File: src/rtl/cuenta_dir_param.sv
// Up/down address counter: legal range MIN..MAX, rising-edge step requests, wrap or saturate.
// One cycle from a sampled event or load to qADD; no backpressure, a step is taken or dropped.
module cuenta_dir_param #(
   parameter int W    = 4,
   parameter int MIN  = 0,
   parameter int MAX  = 8,
   parameter int WRAP = 1
) (
   input  logic         clkADD,
   input  logic         resetADD,
   input  logic         enADD,
   input  logic         upADD,
   input  logic         downADD,
   input  logic         loadADD,
   input  logic [W-1:0] dinADD,
   output logic [W-1:0] qADD,
   output logic         wrapADD
);

   localparam logic [W-1:0] MIN_W = W'(MIN);
   localparam logic [W-1:0] MAX_W = W'(MAX);

   if (!((MIN >= 0) && (MIN < MAX) && (MAX <= (2 ** W) - 1))) begin : g_bad_params
      $error("cuenta_dir_param: illegal parameters, need 0 <= MIN < MAX <= 2^W-1");
   end

   logic up_hist;
   logic down_hist;
   logic up_ev;
   logic down_ev;
   logic din_ok;

   // History bits come out of reset at 1 so a request held across reset release is not an edge.
   assign up_ev   = upADD & ~up_hist;
   assign down_ev = downADD & ~down_hist;
   assign din_ok  = (dinADD >= MIN_W) && (dinADD <= MAX_W);

   always_ff @(posedge clkADD) begin
      if (resetADD) begin
         qADD      <= MIN_W;
         wrapADD   <= 1'b0;
         up_hist   <= 1'b1;
         down_hist <= 1'b1;
      end else begin
         up_hist   <= upADD;
         down_hist <= downADD;
         wrapADD   <= 1'b0;
         if (loadADD) begin
            qADD <= din_ok ? dinADD : MIN_W;
         end else if (enADD && (up_ev != down_ev)) begin
            if (up_ev) begin
               if (qADD >= MAX_W) begin
                  if (WRAP != 0) begin
                     qADD    <= MIN_W;
                     wrapADD <= 1'b1;
                  end
               end else begin
                  qADD <= qADD + 1'b1;
               end
            end else begin
               // Compare before subtracting so the count can never dip below MIN.
               if (qADD <= MIN_W) begin
                  if (WRAP != 0) begin
                     qADD    <= MAX_W;
                     wrapADD <= 1'b1;
                  end
               end else begin
                  qADD <= qADD - 1'b1;
               end
            end
         end
      end
   end

endmodule
File: config.mk
export PLATFORM = sky130hd
export DESIGN_NAME = cuenta_dir_param
export DESIGN_NICKNAME = d
export VERILOG_FILES = /design/src/rtl/cuenta_dir_param.sv
export SDC_FILE = /design/constraint.sdc
export NUM_CORES = 1
export LEC_CHECK = 0
export ABC_AREA = 1
export CAP_MARGIN = 20
export CORE_MARGIN = 2
export CORE_UTILIZATION = 40
export CTS_BUF_LIST = sky130_fd_sc_hd__clkbuf_4
export CTS_CLUSTER_SIZE = 16
export DETAILED_ROUTE_END_ITERATION = 7
export MAX_ROUTING_LAYER = met4
export PLACE_DENSITY = 0.69
export SYNTH_ARGS = -nofsm -noshare
export SYNTH_HDL_FRONTEND = slang
export SYNTH_SLANG_ARGS = --single-unit
File: constraint.sdc
create_clock -name clkADD -period 1.4 [get_ports clkADD]
set_input_delay 0.14 -clock clkADD [delete_from_list [all_inputs] [get_ports clkADD]]
set_output_delay 0.14 -clock clkADD [all_outputs]
set_load 0.05 [all_outputs]
[Word level (Yosys, flattened, before mapping)]
Cells that the tools add are included.
Word-level totals
  register bits after elaboration: 7
  input bits: 10
  output and inout bits: 5
  logic and storage cells: 29
Operators by class
  add/subtract/negate cells: 2
  order comparisons: 4
  equal/unequal tests: 1
  muxes and demuxes: 9
  bitwise gates (word level): 5
  reduce and logical (&&, ||, !) cells: 4
Operator list (number)
  4-bit 2-to-1 mux: 6
  4-bit by 1-bit adder with 4-bit output, second input constant: 1
  4-bit by 1-bit greater-or-equal comparator with 1-bit output, second input constant: 1
  4-bit greater-or-equal comparator, second input constant: 1
  4-bit by 1-bit less-or-equal comparator with 1-bit output, second input constant: 1
  4-bit less-or-equal comparator, second input constant: 1
  4-bit by 1-bit subtractor with 4-bit output, second input constant: 1
  1-bit 2-to-1 mux: 3
  1-bit NOT: 3
  3-bit OR reduction: 1
  1-bit bitwise AND: 2
  1-bit logical AND: 2
  2-bit nonzero test: 1
  1-bit inequality test: 1

[Longest topological paths before layout]
  depth after elaboration: 6
  gate-level depth with buffers: 9
  mapped depth without buffers: 9

[Worst setup path after synthesis]
No wires, ideal clock.
  path type: register to register
  start point: register qADD[0]
  end point: register qADD[2]
  data arrival time: 1.557 ns
  data required time: 1.336 ns
  slack: -0.221 ns
  cell stages (with the launch flop): 10
  cell sequence: dfxtp_1 > inv_1 > ha_1 > inv_1 > nand2_1 > nand2_1 > nand3_1 > a21oi_1 > nor2_1 > nor2_1
On the way
  longest elaborated chain between the ends: 5
RTL lines
  start: declaration: RTL line 16  | output logic [W-1:0] qADD,
  start signal: assignment: RTL line 49  | qADD <= din_ok ? dinADD : MIN_W;
  start signal: assignment: RTL line 58  | qADD <= qADD + 1'b1;
  start signal: assignment: RTL line 68  | qADD <= qADD - 1'b1;
  4-bit by 1-bit subtractor with 4-bit output (tied with other cells): RTL line 68
  4-bit 2-to-1 mux (on tied branches): RTL line 62, 52
  4-bit 2-to-1 mux (*): RTL line 51  | if (up_ev) begin
  4-bit 2-to-1 mux (*): RTL line 50  | end else if (enADD && (up_ev != down_ev)) begin
  4-bit 2-to-1 mux (*): RTL line 48  | if (loadADD) begin
Every way passes the cells marked *; elsewhere a longest branch is shown, timed or not. The select of a mux whose other input is x is not followed.
A chain may end at the register's enable or synchronous reset.

[Worst setup path after layout]
Ends and elaborated chain as after synthesis.

==> qor.yml <==
status: "complete, no violations"
ys_ff_latch: 7
setup-tns-final_ns: 0
portBuffers: 14
via_count: 587
p_leak_nw: 0.3842
clock.fmax_ghz: 0.7829
grt_max_degree: 8
syn2layout_area_growth_pct: 41.11
n_fill_cell: 125
grt_pass1_vias: 527
hold_path_class: "input pin to flop"
regArea_um2: 145.1
min_period_over_period: 0.9124
syn_avg_cell_area_um2: 6.156
synth.area.top_cells: "dfxtp_1 (26%), nand2_1 (18%), nand3_1 (11%), inv_1 (8.3%), nor2_1 (7.6%)"
worst_pin_slew_ns: 0.2745
dieArea_um2: 1665
synth_xor_area_frac: 0
tritoncts: "built"
ctsHoldBuffers: 0
ys_seq_area_frac: 0.2587
setup_viol: 0
synthesis.nets: 100
dpl.hpwl_um: 961.6
slew-limit-headroom: 0.8168
antenna_found_initial: 0
layout_commonest_cell: "nand2_1"
p_per_area_nw_per_um2: 879.4
cts.repair.resized: 0
critPathLaunchType: "flop"
ctsLongestPathBuffers: 2
cts-buffers-inserted: 3
layout_common_cells: "nand2_1 (26), inv_1 (12), nand3_1 (12)"
min_period_ns: 1.277
start_util: 0.4216
arrival_ns: 1.46
gp_congestion: 0.8486
post-route-cell-area_um2: 764.5
crit_path_max_fanout: 5
grtUsageTotal: 0.1882
synth_top_family_by_area: "simple AND/OR/NAND/NOR gates"
synth_warnings: 0
synth-compound-area-share: 0.03695
hold_viol_final: 0
placementRows: 13
boundaryPins: 15
path_class: "flop to flop"
rrSetupSlack_ns: 0.12
route.detailed.drc: 0
cts_root_buf: "clkbuf_4"
nets: 120
place_area_um2: 734.5
overflow: 0
worstPathCellList: "inv_1 -> ha_1 -> inv_1 -> nand2_1 -> nand2_1 -> nand3_1 -> a21oi_1 -> nor2_1 -> nor2_1"
first_pass_iters: 4
clk_latency_ns: 0.25
antenna_cells: 0
netlist-cell-type-count: 16
die_h_um: 40.80
grt_pass1_wl_mm: 2.007
clkSlewWorstSetupHoldPaths_ns: 0.05
core_um2: 1285
yosys-mux-area-fraction: 0
yosysTopAreaCell: "dfxtp_1"
postCtsSetupRepairBufs: 0
netlist.area_leader.share: 0.2587
die_width_um: 40.80
drv_slew: 0
wl_per_cell_um: 9.311
cts_max_level: 1
first_iter_violations: 21
clock-sinks: 7
detail_route.wirelength_mm: 1.136
slowest_stage: "dfxtp_4"
synth_area_um2: 541.8
postRouteAntennaNets: 0
rsz0062_at_grt: "false"
peakVddDrop_uv: 542.3
vias_per_cell: 4.811
synth_cells: 88
maxCapViolations: 0
synth_simple_gate_area_frac: 0.5473
synth-adder-area-share: 0.04619
multiInputGateArea_um2: 341.6
cpPeakStageDelay_ns: 0.38
fin_skew_ns: 0.006745
worstSetupEndpointType: "flop"
final_layout_size_suffix_gt1_frac: 0.2056
crit_required_ns: 1.58
## path summary, 6_finish.rpt
check                           startpoint        end  cells after the start
worst min-delay path               downADD  down_hist                      3
worst max register to register     qADD[0]    qADD[2]                      9
worst max-delay path               qADD[0]    qADD[2]                      9
worst min register to register     qADD[1]    qADD[3]                      4
## area by class of cell
type | count | area share
tap | 15 | 0.02455
sequential | 7 | 0.1899
inverter | 13 | 0.06383
clock buffer | 4 | 0.03928
timing repair buffer | 16 | 0.2357
multi-input combinational | 67 | 0.4468
## critical path, delay by kind of cell (launching register included)
kind / cells / cell delay (ns)
DFF: 1 / 0.38
adders and majority gates: 1 / 0.23
buffers and inverters: 2 / 0.15
AOI/OAI and AO/OA: 1 / 0.15
and+or+nand+nor: 5 / 0.31
## registers in the layout (all words and copies together), names as in the netlist
| name | count |
|---|---|
| qADD | 4 |
| down_hist | 1 |
| up_hist | 1 |
| wrapADD | 1 |
## synthesized netlist by cell type, drive strengths merged
| master | count |
|---|---|
| nor2b | 1 |
| ha | 2 |
| nor2 | 13 |
| a21oi | 4 |
| dfxtp | 7 |
| buf | 1 |
| nand2 | 30 |
| nand4 | 3 |
| nand3 | 13 |
| nor3 | 1 |
| inv | 13 |
## report_power, final
group | switching [mW] | internal, mW | total (mW)
Sequential | 0.0198 | 0.214 | 0.233
Clock | 0.0721 | 0.128 | 0.200
Combinational | 0.130 | 0.108 | 0.239
Total | 0.222 | 0.450 | 0.672
## per-stage QoR
step / std cells / power, mW / hold WS (ns) / utilization / worst slack [ns]
floorplan: 88 / 0.3852 / 0.2189 / - / 0.02731
global placement: 118 / 0.4750 / 0.5927 / 0.5716 / 0.06057
CTS: 122 / 0.6774 / 0.4699 / 0.5949 / 0.1178
finish: 122 / 0.6723 / 0.4738 / 0.5949 / 0.1226
global route: 122 / 0.7154 / 0.5091 / 0.5949 / 0.01721
detailed placement: 118 / 0.4766 / 0.5915 / 0.5716 / 0.04202
## kinds of logic after synthesis
kind of cell,after synthesis
buf+inv,14
flops,7
compound gates,4
fa+ha+maj,2
simple gates,61
## metal layers
metal | track usage | up-vias | wire, um | part of all wire
met5 | - | - | 0 | 0
met4 | 0.1250 | 0 | 54 | 0.048
met3 | 0.01630 | 8 | 51 | 0.045
met2 | 0.3047 | 26 | 520 | 0.46
met1 | 0.2190 | 237 | 509 | 0.45
li1 | - | 316 | - | -
Power figures use the tool's default switching activity.
